===== src/rtl/dac_wave_seq.sv =====
// dac_wave_seq: per-tick waveform sequencer that writes a B/A code pair to a serial DAC controller.
// Ports: clk, rst_n; i_start/i_stop run control; i_mode/i_step waveform select;
//   i_dac_done handshake; o_dac_en/code/rs/spd/pwr request bundle; o_busy/o_overrun/o_err status.
module dac_wave_seq #(
    parameter int SAMPLE_DIV = 500,
    parameter int TIMEOUT    = 255
) (
    input  logic        clk,
    input  logic        rst_n,
    input  logic        i_start,
    input  logic        i_stop,
    input  logic [1:0]  i_mode,
    input  logic [11:0] i_step,
    input  logic        i_dac_done,
    output logic        o_dac_en,
    output logic [11:0] o_dac_code,
    output logic [1:0]  o_dac_rs,
    output logic        o_dac_spd,
    output logic        o_dac_pwr,
    output logic        o_busy,
    output logic        o_overrun,
    output logic        o_err
);

    localparam int TW = (SAMPLE_DIV > 1) ? $clog2(SAMPLE_DIV) : 1;
    localparam logic [TW-1:0] TICK_LAST = TW'(SAMPLE_DIV - 1);
    localparam logic [15:0]   TO_LAST   = 16'(TIMEOUT - 1);

    typedef enum logic [2:0] {
        IDLE,
        WAIT_TICK,
        REQ_B,
        BUSY_B,
        REQ_A,
        BUSY_A
    } state_t;

    state_t        state;
    logic [TW-1:0] tick_cnt;
    logic [15:0]   to_cnt;
    logic [11:0]   acc;
    logic          dir;
    logic          half;
    logic [11:0]   step_q;
    logic [1:0]    mode_q;
    logic [11:0]   code_a;
    logic [11:0]   code_b;
    logic          stop_q;

    logic          tick;
    logic [12:0]   up_sum;
    logic [11:0]   code_now;
    logic [11:0]   acc_nxt;
    logic          dir_nxt;
    logic          half_nxt;

    assign tick   = (state != IDLE) && (tick_cnt == TICK_LAST);
    assign up_sum = {1'b0, acc} + {1'b0, step_q};

    // Channel-A code taken from the waveform state at the tick.
    always_comb begin
        code_now = acc;
        unique case (i_mode)
            2'd0:    code_now = acc;
            2'd1:    code_now = acc;
            2'd2:    code_now = half ? 12'hfff : 12'h000;
            default: code_now = i_step;
        endcase
    end

    // Waveform advance, applied when the A write completes, using the
    // mode and step captured at the tick of this pair.
    always_comb begin
        acc_nxt  = acc;
        dir_nxt  = dir;
        half_nxt = half;
        unique case (mode_q)
            2'd0: acc_nxt = up_sum[11:0];
            2'd1: begin
                if (dir) begin
                    if (up_sum >= 13'd4095) begin
                        acc_nxt = 12'hfff;
                        dir_nxt = 1'b0;
                    end else begin
                        acc_nxt = up_sum[11:0];
                    end
                end else begin
                    if (acc <= step_q) begin
                        acc_nxt = 12'h000;
                        dir_nxt = 1'b1;
                    end else begin
                        acc_nxt = acc - step_q;
                    end
                end
            end
            2'd2: begin
                acc_nxt  = up_sum[11:0];
                half_nxt = half ^ up_sum[12];
            end
            default: acc_nxt = acc;
        endcase
    end

    always_ff @(posedge clk or negedge rst_n) begin
        if (!rst_n) begin
            state      <= IDLE;
            tick_cnt   <= '0;
            to_cnt     <= '0;
            acc        <= '0;
            dir        <= 1'b1;
            half       <= 1'b0;
            step_q     <= '0;
            mode_q     <= '0;
            code_a     <= '0;
            code_b     <= '0;
            stop_q     <= 1'b0;
            o_dac_en   <= 1'b0;
            o_dac_code <= '0;
            o_dac_rs   <= '0;
            o_dac_spd  <= 1'b1;
            o_dac_pwr  <= 1'b0;
            o_busy     <= 1'b0;
            o_overrun  <= 1'b0;
            o_err      <= 1'b0;
        end else begin
            o_dac_en  <= 1'b0;
            o_dac_spd <= 1'b1;
            o_dac_pwr <= 1'b0;
            if (state != IDLE) begin
                tick_cnt <= tick ? '0 : tick_cnt + TW'(1);
            end
            // A tick is only consumed in WAIT_TICK; anywhere else it is lost.
            if (tick && state != WAIT_TICK) begin
                o_overrun <= 1'b1;
            end
            if (i_stop && state != IDLE) begin
                stop_q <= 1'b1;
            end
            unique case (state)
                IDLE: begin
                    if (i_start) begin
                        state     <= WAIT_TICK;
                        o_busy    <= 1'b1;
                        o_overrun <= 1'b0;
                        o_err     <= 1'b0;
                        acc       <= '0;
                        dir       <= 1'b1;
                        half      <= 1'b0;
                        tick_cnt  <= '0;
                        stop_q    <= 1'b0;
                    end
                end
                WAIT_TICK: begin
                    if (i_stop) begin
                        state  <= IDLE;
                        o_busy <= 1'b0;
                    end else if (tick) begin
                        code_a <= code_now;
                        code_b <= ~code_now;
                        mode_q <= i_mode;
                        step_q <= i_step;
                        state  <= REQ_B;
                    end
                end
                REQ_B: begin
                    o_dac_en   <= 1'b1;
                    o_dac_code <= code_b;
                    o_dac_rs   <= 2'b01;
                    to_cnt     <= '0;
                    state      <= BUSY_B;
                end
                BUSY_B: begin
                    if (i_dac_done) begin
                        state <= REQ_A;
                    end else if (to_cnt == TO_LAST) begin
                        o_err  <= 1'b1;
                        o_busy <= 1'b0;
                        state  <= IDLE;
                    end else begin
                        to_cnt <= to_cnt + 16'd1;
                    end
                end
                REQ_A: begin
                    o_dac_en   <= 1'b1;
                    o_dac_code <= code_a;
                    o_dac_rs   <= 2'b10;
                    to_cnt     <= '0;
                    state      <= BUSY_A;
                end
                BUSY_A: begin
                    if (i_dac_done) begin
                        acc  <= acc_nxt;
                        dir  <= dir_nxt;
                        half <= half_nxt;
                        if (stop_q || i_stop) begin
                            state  <= IDLE;
                            o_busy <= 1'b0;
                        end else begin
                            state <= WAIT_TICK;
                        end
                    end else if (to_cnt == TO_LAST) begin
                        o_err  <= 1'b1;
                        o_busy <= 1'b0;
                        state  <= IDLE;
                    end else begin
                        to_cnt <= to_cnt + 16'd1;
                    end
                end
                default: begin
                    state  <= IDLE;
                    o_busy <= 1'b0;
                end
            endcase
        end
    end

endmodule


===== config.mk =====
export PLATFORM = sky130hd
export DESIGN_NAME = dac_wave_seq
export DESIGN_NICKNAME = d
export VERILOG_FILES = /design/src/rtl/dac_wave_seq.sv
export SDC_FILE = /design/constraint.sdc
export NUM_CORES = 1
export LEC_CHECK = 0
export CAP_MARGIN = 20
export CORE_UTILIZATION = 60
export CTS_CLUSTER_SIZE = 25
export DETAILED_ROUTE_END_ITERATION = 7
export PLACE_DENSITY_LB_ADDON = 0.15
export SLEW_MARGIN = 0
export SYNTH_ARGS = -nofsm -noshare
export SYNTH_HDL_FRONTEND = slang
export SYNTH_SLANG_ARGS = --single-unit
export TNS_END_PERCENT = 10

===== constraint.sdc =====
create_clock -name clk -period 3.5 [get_ports clk]
set_input_delay 0.35 -clock clk [delete_from_list [all_inputs] [get_ports clk]]
set_output_delay 0.35 -clock clk [all_outputs]
set_load 0.01 [all_outputs]

==> results of run 1 <==
cells in the mapped netlist, drive strengths merged (3+ instances only):
master and instances:
nor2 57, nor3 11, nand2b 5, o21a 5, and3 3, buf 17
o22a 12, nand3 12, a21o 5, o31ai 7, o21ai 56, a22o 8
nand2 74, a211oi 7, o22ai 25, nand3b 5, dfrtp 98, and2 4
mux2 12, ha 27, a31oi 5, clkbuf 23, or3 4, nor4 4
o211ai 7, nand4 6, xor2 19, xnor2 20, a221oi 4, nor2b 6
a21oi 60, inv 33
power groups by stage:
| stage | combinational, mW | clock (mW) | sequential (mW) |
|---|---|---|---|
| 2_1_floorplan | 0.219 | 0 | 1.25 |
| 3_3_place_gp | 0.344 | 0 | 1.26 |
| 3_5_place_dp | 0.360 | 0 | 1.27 |
| 4_1_cts | 0.364 | 0.802 | 1.24 |
| 5_1_grt | 0.402 | 0.842 | 1.25 |
| 6_report | 0.366 | 0.791 | 1.25 |
sequential cells by signal (all words and copies together) (netlist names):
register / cells
acc: 12
code_a: 12
code_b: 12
dir: 1
half: 1
mode_q: 2
o_busy: 1
o_dac_code: 12
o_dac_en: 1
o_dac_rs: 2
o_err: 1
o_overrun: 1
state: 3
step_q: 12
stop_q: 1
tick_cnt: 9
to_cnt: 16
metrics by stage:
stage	worst slack (ns)	power, mW	utilization	instance area, um2	hold slack [ns]
finish	0.556	2.40	0.686	6680	-0.0216
global route	0.300	2.49	0.686	6680	0.0270
CTS	0.588	2.41	0.686	6680	0.0262
detailed placement	0.619	1.63	0.664	6460	0.452
global placement	0.672	1.61	0.664	6460	0.441
floorplan	1.01	1.47	-	6010	0.0544
cell families (layout without fill, tap and decap cells):
group / after synthesis / after routing / share of synthesized area
AOI/OAI and AO/OA: 218 / 218 / 0.237
and+or+nand+nor: 201 / 201 / 0.155
DFF: 99 / 99 / 0.412
buffers and inverters: 74 / 98 / 0.0512
xor gates and xnor gates: 39 / 39 / 0.0568
adders and majority gates: 29 / 29 / 0.0629
muxes: 13 / 13 / 0.0241
other: 2 / 2 / 0.00125
metal layers:
layer,up-vias,wire (um),GRT usage
met3,20,907,0.0636
met5,-,0,0
met4,0,222,0.0692
met1,2544,6940,0.428
li1,2447,-,-
met2,184,7510,0.521
cell type report:
cell class	instances	area, um2	area share
clock inverter	6	73.8	0.0111
sequential	99	2480	0.371
inverter	34	128	0.0191
multi-input combinational	502	3230	0.484
clock buffer	10	138	0.0206
tap	133	166	0.0249
timing repair buffer	48	460	0.0690
path summary, 6_finish.rpt:
| kind | startpoint | cells past startpoint | to |
|---|---|---|---|
| max | acc[2] | 9 | acc[4] |
| min | rst_n | 2 | acc[2] |
| max reg2reg | acc[2] | 9 | acc[4] |
| min reg2reg | code_a[9] | 2 | code_a[9] |
| max in group asynchronous | rst_n | 2 | state[2] |
| min in group clk | code_a[9] | 2 | code_a[9] |
worst max-delay path, cell delays in order, from the launching register on:
cell and delay [ns]:
dfrtp_1 0.45, ha_1 0.46, nor2b_1 0.21, a211oi_1 0.43
o32ai_2 0.19, xnor2_1 0.22, o2111a_1 0.24, nand3b_1 0.22
o211ai_1 0.28, a22o_1 0.16
==> impl_metrics.toml, run 1 <==
[clocking]
cts.sinks = 99
clk_path_buf_depth = 2
cts_resized = 0
postCtsSetupRepairBufs = 0
ctsHoldBuffers = 0
clk_pin_slew_ns = 0.10
cts_tree = "yes"
cts-root-buf = "clkbuf_8"
clock_latency_ns = 0.39
htreeDepth = 3
cts_buffers = 9

[timing]
slew_headroom = 0.388
tightest_slew_ns = 0.918
rsz0062_at_grt = "no"
hold_violations = 9
finalSetupViolCount = 0
timing.hold.ws_ns = -0.0216
period_minus_slack_ns = 2.94
tns_ns = 0
finalClockSkew_ns = 0.0113
drv_slew = 0
fmax_ghz = 0.340
period_share = 0.841

[drt]
post-route-drc-count = 0
drt_wl_total_mm = 15.6
wl_per_cell_um = 18.7
firstDrtPassIters = 5
ant_nets = 0
avgViaCountPerCell = 6.24
drt_iter0_drc = 370
vias = 5195

[hold_path]
hold_path.class = "input pin to asynchronous set/reset pin"

[power_and_ir_drop]
p_clk_frac = 0.329
p_switching_mw = 0.713
peakVddDrop_v = 0.000284
netSwitchingFraction = 0.297
p_int_mw = 1.69
power_density_mw_per_mm2 = 360
p_comb_frac = 0.152
p_leak_nw = 3.00
seq_power_share = 0.518

[yosys]
ys.flop_type = "dfrtp_1"
async_flop_share = 1.00
mappedNetlistArea_mm2 = 0.00601
synthesis.nets = 723
ys_top_cells_by_area = "dfrtp_1, ha_1, a21oi_1, nand2_1, o21ai_0"
yosys.area.top_type = "dfrtp_1"
ys_types = 69
ys_seq_area_frac = 0.412
ys_warn_count = 0
syn_area_per_cell_um2 = 8.91
synth_edf_count = 0
synth_seq_cells = 99
synth_top_area_share = 0.408
syn-instance-count = 675

[cells_and_area]
fillers = 814
antennaDiodeCount = 0
nets = 742
area_growth_pct = 11.1
final_common_cell = "dfrtp_1"
layout_common_cells = "dfrtp_1, nand2_1, a21oi_1"
drive_gt1_frac = 0.0830
stdcell_count = 832

[critical_path]
cp_data_required_time_ns = 3.83
worst_ep_arrival_time_ns = 3.27
r2r_slack_ns = 0.56
cp-start-kind = "flop"
cp_max_fo = 11
critPathKind = "flop to flop"
crit_path_end_kind = "flop"

[global_routing]
grtUsageTotal = 0.315
grt_pass1_wl_mm = 24.8
antenna_found_initial = 0
grt_pass1_vias = 4837
grt_overflow = 0
grt_max_degree = 100

[place]
portBuffers = 36
place_inst = 816
detailedPlacementHpwl_mm = 11.0
routabilityCongestion = 0.892

[die]
pin_count = 39
die_w_um = 102
start_util = 0.618
rows = 36
core_area_mm2 = 0.00973
die_area_mm2 = 0.0104
die_h_um = 102

[job]
cap_violations = 0

[status]
violations = "negative hold slack"
status = "finished, violations left"
(Power assumes the default switching activity.)
==> inputs of run 2 (changes only) <==
- clock period: 3.5 -> 3.01 ns (I/O delays scaled with it)
==> run 2 against run 1 <==
  * The flow now finishes without violations
  * Sequential power increased by 16%
  * Sequential share of layout area decreased by 0.53 points
  * Hold slack improved by 0.49 ns
  * Worst setup slack got worse by 0.36 ns
  * Critical path depth unchanged
  * Critical endpoint is now acc[5]
  * Largest power group unchanged
==> impl_metrics.toml, run 2 (synthesis results as in run 1) <==
[status]
status = "completed"

[global_routing]
grt_overflow = 0
antenna_found_initial = 0
grtUsageTotal = 0.322
grt_pass1_vias = 4942
grt_pass1_wl_mm = 25.1
grt_max_degree = 50

[critical_path]
crit_path_end_kind = "flop"
cp-start-kind = "flop"
worst_ep_arrival_time_ns = 3.14
cp_data_required_time_ns = 3.33
critPathKind = "flop to flop"
cp_max_fo = 6

[die]
die_h_um = 102
rows = 36
start_util = 0.618
die_area_mm2 = 0.0104
pin_count = 39
core_area_mm2 = 0.00973
die_w_um = 102

[cells_and_area]
nets = 753
layout_common_cells = "dfrtp_1, nand2_1, a21oi_1"
fin_util = 0.696
final_common_cell = "dfrtp_1"
antennaDiodeCount = 0
top_register = "to_cnt"
drive_gt1_frac = 0.0972
multi_input_area_mm2 = 0.00324
largest_register_ffs = 16
fillers = 782
area_growth_pct = 12.7
seq_area_mm2 = 0.00248

[timing]
rsz0062_at_grt = "no"
tns_ns = 0
hold_violations = 0
tightest_slew_ns = 0.984
timing.hold.ws_ns = 0.472
period_minus_slack_ns = 2.81
fmax_ghz = 0.356
finalSetupViolCount = 0
period_share = 0.934
slew_headroom = 0.344
drv_slew = 0
finalClockSkew_ns = 0.0132

[drt]
drt_wl_total_mm = 16.0
drt_iter0_drc = 376
wl_per_cell_um = 19.0
avgViaCountPerCell = 6.22
firstDrtPassIters = 6
ant_nets = 0
vias = 5242
post-route-drc-count = 0

[clocking]
clock_latency_ns = 0.38
htreeDepth = 3
cts_buffers = 9
clk_path_buf_depth = 2
clk_pin_slew_ns = 0.10
cts_tree = "yes"
cts.sinks = 99
cts-root-buf = "clkbuf_8"

[power_and_ir_drop]
p_leak_nw = 3.06
peakVddDrop_v = 0.000275
power_density_mw_per_mm2 = 422

[job]
cap_violations = 0

[place]
routabilityCongestion = 0.929
detailedPlacementHpwl_mm = 11.7
portBuffers = 36

[hold_path]
hold_path.class = "input pin to asynchronous set/reset pin"
run 2: path summary, 6_finish.rpt:
kind | startpoint | endpoint | slack, ns | cells after the start
worst max register to register | acc[1] | acc[5] | 0.20 | 9
worst min-delay path | rst_n | tick_cnt[3] | 0.47 | 2
max in group asynchronous | rst_n | dir | 1.73 | 3
worst max-delay path | acc[1] | acc[5] | 0.20 | 9
worst min register to register | code_a[7] | code_a[7] | 0.50 | 2
min in group clk | code_a[7] | code_a[7] | 0.50 | 2
run 2: report_power, final:
| part | switching, mW | internal (mW) |
|---|---|---|
| registers | 0.0676 | 1.38 |
| logic | 0.262 | 0.167 |
| clock network | 0.502 | 0.481 |
run 2: timing repair:
item | CTS | global route
hold endpoints to repair | 46 | 0
resized for setup | 0 | 2
endpoints found under the setup margin | 0 | 10
hold buffers | 1 | 0
buffers inserted | 0 | 0
run 2: per-layer routing:
| metal | GRT usage | up-vias | wire length, um |
|---|---|---|---|
| li1 | - | 2452 | - |
| met1 | 0.433 | 2607 | 7000 |
| met2 | 0.543 | 162 | 7830 |
| met3 | 0.0356 | 21 | 916 |
| met4 | 0.110 | 0 | 261 |
| met5 | 0 | - | 0 |
run 2: final cells by class:
| type | instances | share of cell area |
|---|---|---|
| multi-input cells | 502 | 0.479 |
| flip-flops and latches | 99 | 0.366 |
| repair buffers | 59 | 0.0787 |
| well taps | 133 | 0.0246 |
| clock buffers | 10 | 0.0188 |
| inverters | 34 | 0.0188 |
| clock inverters | 6 | 0.0142 |
run 2: metrics by stage:
stage | cells | instance area [um2] | worst slack, ns | power, mW
after floorplan | 675 | 6010 | 0.516 | 1.71
after global placement | 826 | 6530 | 0.287 | 1.87
after detailed placement | 826 | 6530 | 0.173 | 1.89
after CTS | 843 | 6760 | 0.198 | 2.86
after global routing | 843 | 6770 | 0.00437 | 2.97
final | 843 | 6770 | 0.197 | 2.86
run 2: critical path: stages, from the launching register on:
cell      delay [ns]
dfrtp_1         0.49
ha_1            0.37
nand2b_4        0.16
a2111o_1        0.44
a21bo_1         0.24
a31oi_2         0.19
xnor2_1         0.22
nand2_1         0.22
o211ai_1        0.28
a22o_1          0.16
==> inputs of run 3 (changes only) <==
- SLEW_MARGIN: 0 -> 20
==> results of run 3 <==
Same layout as run 2: the final DEF is identical, and so are final timing and power.
